<file path="config.mk">
export PLATFORM = sky130hd
export DESIGN_NAME = uart_rx_frame
export DESIGN_NICKNAME = d
export VERILOG_FILES = /design/src/rtl/uart_rx_frame.sv
export SDC_FILE = /design/constraint.sdc
export NUM_CORES = 1
export LEC_CHECK = 0
export ABC_AREA = 0
export CORE_AREA = 2 2 73 75
export DETAILED_ROUTE_END_ITERATION = 7
export DIE_AREA = 0 0 75 77
export DONT_BUFFER_PORTS = 1
export PLACE_DENSITY_LB_ADDON = 0.25
export SLEW_MARGIN = 10
export SYNTH_ARGS = -nofsm -noshare
export SYNTH_HDL_FRONTEND = slang
export SYNTH_SLANG_ARGS = --single-unit
</file>
<file path="constraint.sdc">
create_clock -name clk -period 2.5 [get_ports clk]
set_input_delay 0.5 -clock clk [delete_from_list [all_inputs] [get_ports clk]]
set_output_delay 0.5 -clock clk [all_outputs]
set_load 0.02 [all_outputs]
</file>
<file path="src/rtl/uart_rx_frame.sv">
// -----------------------------------------------------------------------------
// uart_rx_frame
//
// 8N1 serial receiver feeding the control-panel command decoder. The decoder
// triggers on the falling edge of rx_busy and reads rx_byte at that moment.
// Bad frames are therefore delivered as 8'h00 (the decoder's no-op class).
//
// Optional feature macro: UART_RX_MAJORITY_EN
//   defined   : every sample (start, data, stop) is the 2-of-3 majority of
//               rxd_s at centre-1, centre and centre+1. The decision lands one
//               clock later, so all output timing moves by +1 clock.
//   undefined : a single sample of rxd_s at the bit centre.
//
// Parameters
//   clk_speed  clock frequency in Hz
//   baud       line rate; D = clk_speed/baud clocks per bit (D >= 4), H = D/2
//
// Ports
//   clk         in   system clock, all logic on posedge
//   r_          in   asynchronous active-low reset
//   rxd         in   raw serial line, idle high, asynchronous to clk
//   rx_byte     out  last received byte (LSB first on the line); stable while
//                    rx_busy is low
//   rx_busy     out  high from start-bit detect until the frame is finished
//   rx_valid    out  one-clock pulse: good frame, rx_byte updated
//   rx_ferr     out  one-clock pulse: stop bit sampled low, rx_byte <= 8'h00
//   rx_state_o  out  debug view of the receive state machine
//
// Handshake: there is no back-pressure. rx_valid / rx_ferr are single-clock
// strobes qualified by nothing else; rx_byte and the rx_busy fall are
// committed on the same edge, so a consumer that samples rx_byte on the
// busy fall always sees the new data.
// -----------------------------------------------------------------------------
module uart_rx_frame #(
  parameter int clk_speed = 50_000_000,
  parameter int baud      = 9600
) (
  input  logic       clk,
  input  logic       r_,
  input  logic       rxd,
  output logic [7:0] rx_byte,
  output logic       rx_busy,
  output logic       rx_valid,
  output logic       rx_ferr,
  output logic [2:0] rx_state_o
);

  localparam int D  = clk_speed / baud;
  localparam int H  = D / 2;
  localparam int CW = (D > 1) ? $clog2(D) : 1;

  localparam logic [CW-1:0] CNT_FULL = CW'(D - 1);
  localparam logic [CW-1:0] CNT_HALF = CW'(H - 1);
  localparam logic [CW-1:0] CNT_ONE  = CW'(1);

  localparam logic [2:0] S_IDLE  = 3'd0;
  localparam logic [2:0] S_START = 3'd1;
  localparam logic [2:0] S_DATA  = 3'd2;
  localparam logic [2:0] S_STOP  = 3'd3;
  localparam logic [2:0] S_BREAK = 3'd4;

  // ---------------------------------------------------------------------------
  // Input synchronizer. Resets to 1 so a reset never looks like a start bit.
  // ---------------------------------------------------------------------------
  logic sync1_q;
  logic rxd_s_q;

  always_ff @(posedge clk or negedge r_) begin
    if (!r_) begin
      sync1_q <= 1'b1;
      rxd_s_q <= 1'b1;
    end else begin
      sync1_q <= rxd;
      rxd_s_q <= sync1_q;
    end
  end

  // ---------------------------------------------------------------------------
  // Registers
  // ---------------------------------------------------------------------------
  logic [2:0]    state_q, state_d;
  logic [CW-1:0] cnt_q, cnt_d;
  logic [2:0]    bit_idx_q, bit_idx_d;
  logic [7:0]    shreg_q, shreg_d;
  logic [7:0]    byte_q, byte_d;
  logic          busy_q, busy_d;
  logic          valid_q, valid_d;
  logic          ferr_q, ferr_d;

  // tick marks the bit-centre clock while a frame is being sampled.
  logic tick;
  // act: this edge consumes a sample; samp: the sampled line value.
  logic act;
  logic samp;

  assign tick = ((state_q == S_START) || (state_q == S_DATA) ||
                 (state_q == S_STOP)) && (cnt_q == '0);

`ifdef UART_RX_MAJORITY_EN
  // hist_q[0] holds rxd_s from the previous clock, hist_q[1] the one before.
  // One clock after the centre tick those are the centre and centre-1
  // values, and rxd_s_q itself is centre+1.
  logic [1:0] hist_q;
  logic       pend_q;

  always_ff @(posedge clk or negedge r_) begin
    if (!r_) begin
      hist_q <= 2'b11;
      pend_q <= 1'b0;
    end else begin
      hist_q <= {hist_q[0], rxd_s_q};
      pend_q <= tick;
    end
  end

  assign act  = pend_q;
  assign samp = (rxd_s_q & hist_q[0]) | (rxd_s_q & hist_q[1]) |
                (hist_q[0] & hist_q[1]);
`else
  assign act  = tick;
  assign samp = rxd_s_q;
`endif

  // ---------------------------------------------------------------------------
  // Bit-period counter. Loaded with H-1 on start detect so the first tick
  // falls mid start bit, then free-runs D-1..0 giving one tick per bit.
  // In BREAK it measures a full bit time of continuous high line.
  // ---------------------------------------------------------------------------
  always_comb begin
    cnt_d = cnt_q;
    case (state_q)
      S_IDLE: begin
        if (!rxd_s_q) cnt_d = CNT_HALF;
      end
      S_START, S_DATA, S_STOP: begin
        if (cnt_q == '0) cnt_d = CNT_FULL;
        else             cnt_d = cnt_q - CNT_ONE;
      end
      S_BREAK: begin
        if (!rxd_s_q)          cnt_d = CNT_FULL;
        else if (cnt_q != '0)  cnt_d = cnt_q - CNT_ONE;
      end
      default: cnt_d = '0;
    endcase
    // Entering BREAK always starts a fresh full-bit high measurement,
    // regardless of where the majority-delayed decision left the counter.
    if ((state_q == S_STOP) && act && !samp) cnt_d = CNT_FULL;
  end

  // ---------------------------------------------------------------------------
  // Receive state machine
  // ---------------------------------------------------------------------------
  always_comb begin
    state_d   = state_q;
    bit_idx_d = bit_idx_q;
    shreg_d   = shreg_q;
    byte_d    = byte_q;
    busy_d    = busy_q;
    valid_d   = 1'b0;
    ferr_d    = 1'b0;

    case (state_q)
      S_IDLE: begin
        if (!rxd_s_q) begin
          state_d   = S_START;
          busy_d    = 1'b1;
          bit_idx_d = 3'd0;
        end
      end

      S_START: begin
        if (act) begin
          if (samp) begin
            // Line was high again mid start bit: glitch, drop it silently.
            state_d = S_IDLE;
            busy_d  = 1'b0;
          end else begin
            state_d = S_DATA;
          end
        end
      end

      S_DATA: begin
        if (act) begin
          shreg_d   = {samp, shreg_q[7:1]};
          bit_idx_d = bit_idx_q + 3'd1;
          if (bit_idx_q == 3'd7) state_d = S_STOP;
        end
      end

      S_STOP: begin
        if (act) begin
          if (samp) begin
            byte_d  = shreg_q;
            valid_d = 1'b1;
            busy_d  = 1'b0;
            state_d = S_IDLE;
          end else begin
            // Framing error: hand the decoder a no-op and keep busy high
            // until the line has been idle for a full bit.
            byte_d  = 8'h00;
            ferr_d  = 1'b1;
            state_d = S_BREAK;
          end
        end
      end

      S_BREAK: begin
        if (rxd_s_q && (cnt_q == '0)) begin
          busy_d  = 1'b0;
          state_d = S_IDLE;
        end
      end

      default: begin
        state_d = S_IDLE;
        busy_d  = 1'b0;
      end
    endcase
  end

  always_ff @(posedge clk or negedge r_) begin
    if (!r_) begin
      state_q   <= S_IDLE;
      cnt_q     <= '0;
      bit_idx_q <= 3'd0;
      shreg_q   <= 8'h00;
      byte_q    <= 8'h00;
      busy_q    <= 1'b0;
      valid_q   <= 1'b0;
      ferr_q    <= 1'b0;
    end else begin
      state_q   <= state_d;
      cnt_q     <= cnt_d;
      bit_idx_q <= bit_idx_d;
      shreg_q   <= shreg_d;
      byte_q    <= byte_d;
      busy_q    <= busy_d;
      valid_q   <= valid_d;
      ferr_q    <= ferr_d;
    end
  end

  assign rx_byte    = byte_q;
  assign rx_busy    = busy_q;
  assign rx_valid   = valid_q;
  assign rx_ferr    = ferr_q;
  assign rx_state_o = state_q;

endmodule
</file>
==> After elaboration in Yosys (flattened, before gate mapping) <==
Cells that the tools add are included.
{ "classes": {"n_addsub": 2, "eq_ne": 15, "n_mux": 30, "bitwise_logic": 1, "reduce_logical": 19} }
{ "ops": {"columns": ["cell", "count"], "rows": [
  ["$mux W13", 5],
  ["$pmux W13 S3", 1],
  ["$mux W3", 9],
  ["$pmux W3 S5", 1],
  ["$logic_not A13 Y1", 1],
  ["$reduce_bool A13 Y1", 1],
  ["$sub A13 B1 Y13 const B", 1],
  ["$mux W1", 10],
  ["$ne A2 B2 Y1 const B", 5],
  ["$mux W8", 1],
  ["$eq A3 B2 Y1 const B", 2],
  ["$eq A3 B3 Y1 const B", 2],
  ["$ne A2 B1 Y1 const B", 3],
  ["$pmux W3 S2", 1],
  ["$reduce_and A2 Y1", 3],
  ["$reduce_and A6 Y1", 1],
  ["$reduce_and A5 Y1", 1],
  ["$logic_and A1 B1 Y1", 4],
  ["$ne A4 B4 Y1 const B", 1],
  ["$pmux W1 S4", 1],
  ["$add A3 B1 Y3 const B", 1],
  ["$eq A3 B1 Y1 const B", 1],
  ["$logic_not A3 Y1", 1],
  ["$ne A3 B3 Y1 const B", 1],
  ["8 further kinds", 9]
]} }
{ "word_totals": {"register_bits": 40, "in_bits": 3, "output_inout_bits": 14} }

==> Longest topological paths before layout <==
{ "depth": {"ltp_word": 8, "mapped_depth": 8, "ltp_nobuf": 6} }

==> Worst setup path after synthesis <==
No wires, ideal clock.
{ "synth_path": {"path_kind": "register -> register", "startpoint": "register cnt_q[0]", "endpoint": "register cnt_q[10]", "t_arrival_ps": 2040, "required_time_ps": 2366, "setup_slack_ps": 326, "path_stages_with_launch": 8, "n_path_buf": 1, "synth_period_minus_slack_ps": 2174, "path_cell_list": "dfrtp_1 inv_1 ha_1 or4b_4 or3_1 buf_6 a2111oi_0 nor3_1"} }
{ "synth_via": {"elab_chain_cells": 6, "word_cells_on_any_way": 14, "classes_between": "1 x add/sub; 2 x eq/ne; 5 x mux; 6 x reduce/logical"} }
{ "synth_rtl": {"columns": ["item", "line_no", "rtl"], "rows": [
  ["start: declaration", "82", "logic [CW-1:0] cnt_q, cnt_d;"],
  ["start signal: assignment", "234", "cnt_q <= cnt_d;"],
  ["branches (longest 6 deep; another with $sub A13 B1 Y13)", null, null]
]} }
Parallel ways; which one is timed is not known. The select of a mux whose other input is x is not followed.
A chain may end at the register's enable or synchronous reset.

==> Final worst setup path <==
{ "layout_path": {"startpoint": "register cnt_q[0]", "endpoint": "register cnt_q[2]"} }
The elaborated chain is that of the path after synthesis.

==> impl_results.md <==
* Reg2reg path depth at 7
* Distinct cell type count after synthesis at 51
* Crit path buffers/inverters at 2
* Initial antenna violation count at 0
* Setup Crit Path Kind: flip-flop to flip-flop
* Mapped Avg Cell Area at 9.785 sq um
* Vias at 1800
* Hold crit path type: primary input to asynchronous set/reset pin
* Clock slew at reported path FFs at 0.09 ns
* Top-Level Pins at 17
* Routed vias/inst at 5.825
* Compound-Gate Fraction of Synth Area at 17.76%
* Area contributors post-synth: dfrtp_1, mux2i_1, inv_1
* RSZ-0062 raised after global routing: no
* Crit path DAT at 2.46 ns
* GRT Overall Usage at 19.53%
* First-pass GRT wire length at 8542 um
* Critical Path Source Type: flip-flop
* Synth Area in XOR/XNOR at 0.3825%
* WL/cell at 16.49 um
* Area share of fa/ha/maj cells after synthesis at 2.186%
* Ant diodes at 0
* CP max FO at 7
* H-tree depth at 2
* Finished Layout Cells at 309
* Area of placed instances at 2390 sq um
* Core area at 4977 sq um
* Count of final setup violators at 0
* Number of synthesized flops with an enable pin at 0
* WHS at 0.02278 ns
* TritonCTS buffer count at 5
* Worst Path Required at 2.68 ns
* Pwr dens at 486.1 nW/um^2
* Vias in the first global route at 1692
* Cells after DPL at 300
* CP Capture Type: flip-flop
* Cell with the most instances after synthesis: dfrtp_1
* F_max at 439.4 MHz
* Drc violations at 0
* Cells after Synth at 234
* Synth Flop Type: dfrtp_1
* CTS Sinks at 40
* Area Growth Syn to Fin at 10.55%
* Share of cells above drive strength 1 at 18.83%
* Slew @ Worst Pin at 0.8457 ns
* Yosys warns at 0
* Clk_lat worst skew at 0.30 ns
* Post-synthesis sequential area ratio at 43.83%
* Synth async-reset ratio at 100.0%
* DRT Pass-1 Iters at 4
* CTS root buf: clkbuf_8
* Post-synth top cells: dfrtp_1, inv_1, nand2_1
* Mux cell area share after synthesis at 9.180%
* Largest net degree at the start of global routing at 39
* IO Port Bufs at 0
* Slew headroom at 43.41%
* CTS tree: built
* Total Nets Final at 245
* Maximum vdd drop at 0.0003817 V
* MaxCap Viol Count at 0
* Total Wirelength at 5096 um
* Syn_nets at 241
* CP Cell Sequence: inv_1, ha_1, or4b_4, or3_4, buf_4, a311oi_1, o21ai_0
* Share of Yosys cell area claimed by the top area cell type at 41.53%
* Status: completed
* Simple-gate portion of the synthesized area at 18.69%
* Skew final at 0.004172 ns
* Post-Layout Inst Area at 2531 sq um
* Register Area at 1003 sq um
* Die Wd at 75 um
* Minimum clock period at 2.276 ns
* CP max stage delay at 0.49 ns
* Cell Area, Synth at 2290 sq um
* Area leader, netlist: dfrtp_1
* Final Cycle Share at 91.03%
* Total global routing overflow at 0
* Synth Register Bits at 40
* Longest Clk Path Bufs at 2
* Routability cong. at 0.8465
* Placed wire-length estimate at 3507 um
* Die Footprint at 5775 sq um
* Critical Path Stages at 7
* Multi-input logic area at 1110 sq um
* Final hold violations at 0
* DRT iter0 DRCs at 161
* Count of pins over their slew limit at 0
* Starting Density at 46.00%
* Largest family of logic cells by synthesized area: simple AND/OR/NAND/NOR gates
* CP max stage cell: or4b_4
* Flop-to-flop setup slack at 0.22 ns
* CP delay by family, top: simple AND/OR/NAND/NOR gates
* Final TNS setup at 0 ns
* FP Rows at 26
* Die H at 77 um
* Antenna Violating Nets Remaining at 0
* Leakage at 0.001106 uW
* Filler cell count at 442
==> where the power goes <==
part | switching, uW | leakage (uW) | internal, uW
Combinational | 19.3 | 0.000556 | 6.85
Clock | 251 | 0.0000548 | 301
Sequential | 2.61 | 0.000495 | 649
Total | 273 | 0.00111 | 957
==> sequential cells by signal (all words and copies together), names as in the netlist <==
| signal | flops |
|---|---|
| rx_busy | 1 |
| rx_byte | 8 |
| bit_idx_q | 3 |
| rxd_s_q | 1 |
| sync1_q | 1 |
| cnt_q | 13 |
| shreg_q | 8 |
| rx_ferr | 1 |
| rx_valid | 1 |
| rx_state_o | 3 |
==> cells in the final DEF (no fill, tap or decap), drive strengths merged, types with 6 or more instances in the layout <==
cell type  count
a211oi         6
a21oi          8
buf           18
dfrtp         38
inv           19
mux2           8
mux2i         12
nand2         17
nand3          8
nor2          13
o211ai         6
o21ai          8
==> cell families after synthesis <==
group,Yosys count
simple gates,75
compound gates,55
flops,40
buf+inv,39
mux,20
fa+ha+maj,4
xor+xnor,1
==> final timing paths <==
check                                      from                    to
max                        cnt_q[0]$_DFFE_PN0P_  cnt_q[2]$_DFFE_PN0P_
min                                          r_  cnt_q[9]$_DFFE_PN0P_
max reg2reg                cnt_q[0]$_DFFE_PN0P_  cnt_q[2]$_DFFE_PN0P_
min reg2reg                   sync1_q$_DFF_PN1_     rxd_s_q$_DFF_PN1_
max in group asynchronous                    r_  cnt_q[3]$_DFFE_PN0P_
min in group clk                            rxd     sync1_q$_DFF_PN1_
==> metrics by stage <==
| stage | power (uW) | setup slack [ns] | utilization, % |
|---|---|---|---|
| after detailed placement | 675.7 | 0.1732 | 48.01 |
| after floorplan | 672.4 | 0.3257 | - |
| final | 1230 | 0.2242 | 50.85 |
| after global placement | 676.0 | 0.2251 | 48.01 |
| after global routing | 1278 | 0.05962 | 50.85 |
| after CTS | 1242 | 0.1586 | 50.73 |
==> metal layers <==
metal / vias to the layer above / wire length [um] / share of wire [%] / GRT usage, %
li1: 868 / - / - / -
met1: 878 / 2355 / 46 / 28.15
met2: 48 / 2372 / 47 / 27.72
met3: 6 / 300 / 5.9 / 5.650
met4: 0 / 67 / 1.3 / 6.964
met5: - / 0 / 0 / 0
==> area by class of cell <==
class / count / share of cell area [%]
multi-input cells: 155 / 43.85
flip-flops and latches: 40 / 39.64
repair buffers: 18 / 5.833
well taps: 70 / 3.460
clock buffers: 5 / 2.719
inverters: 18 / 2.669
clock inverters: 3 / 1.829
==> worst register-to-register path: stages, from the launching register on <==
cell and delay [ns]:
dfrtp_1 0.41, inv_1 0.10, ha_1 0.17, or4b_4 0.49
or3_4 0.44, buf_4 0.18, a311oi_1 0.26, o21ai_0 0.10
==> timing repair <==
action                                  4_1_cts  5_1_grt
setup buffers                                 0        0
hold buffers                                  1        0
gates resized for setup                       0        2
endpoints found under the setup margin        0        2
endpoints found under the hold margin        38        0
(Power assumes the default switching activity.)
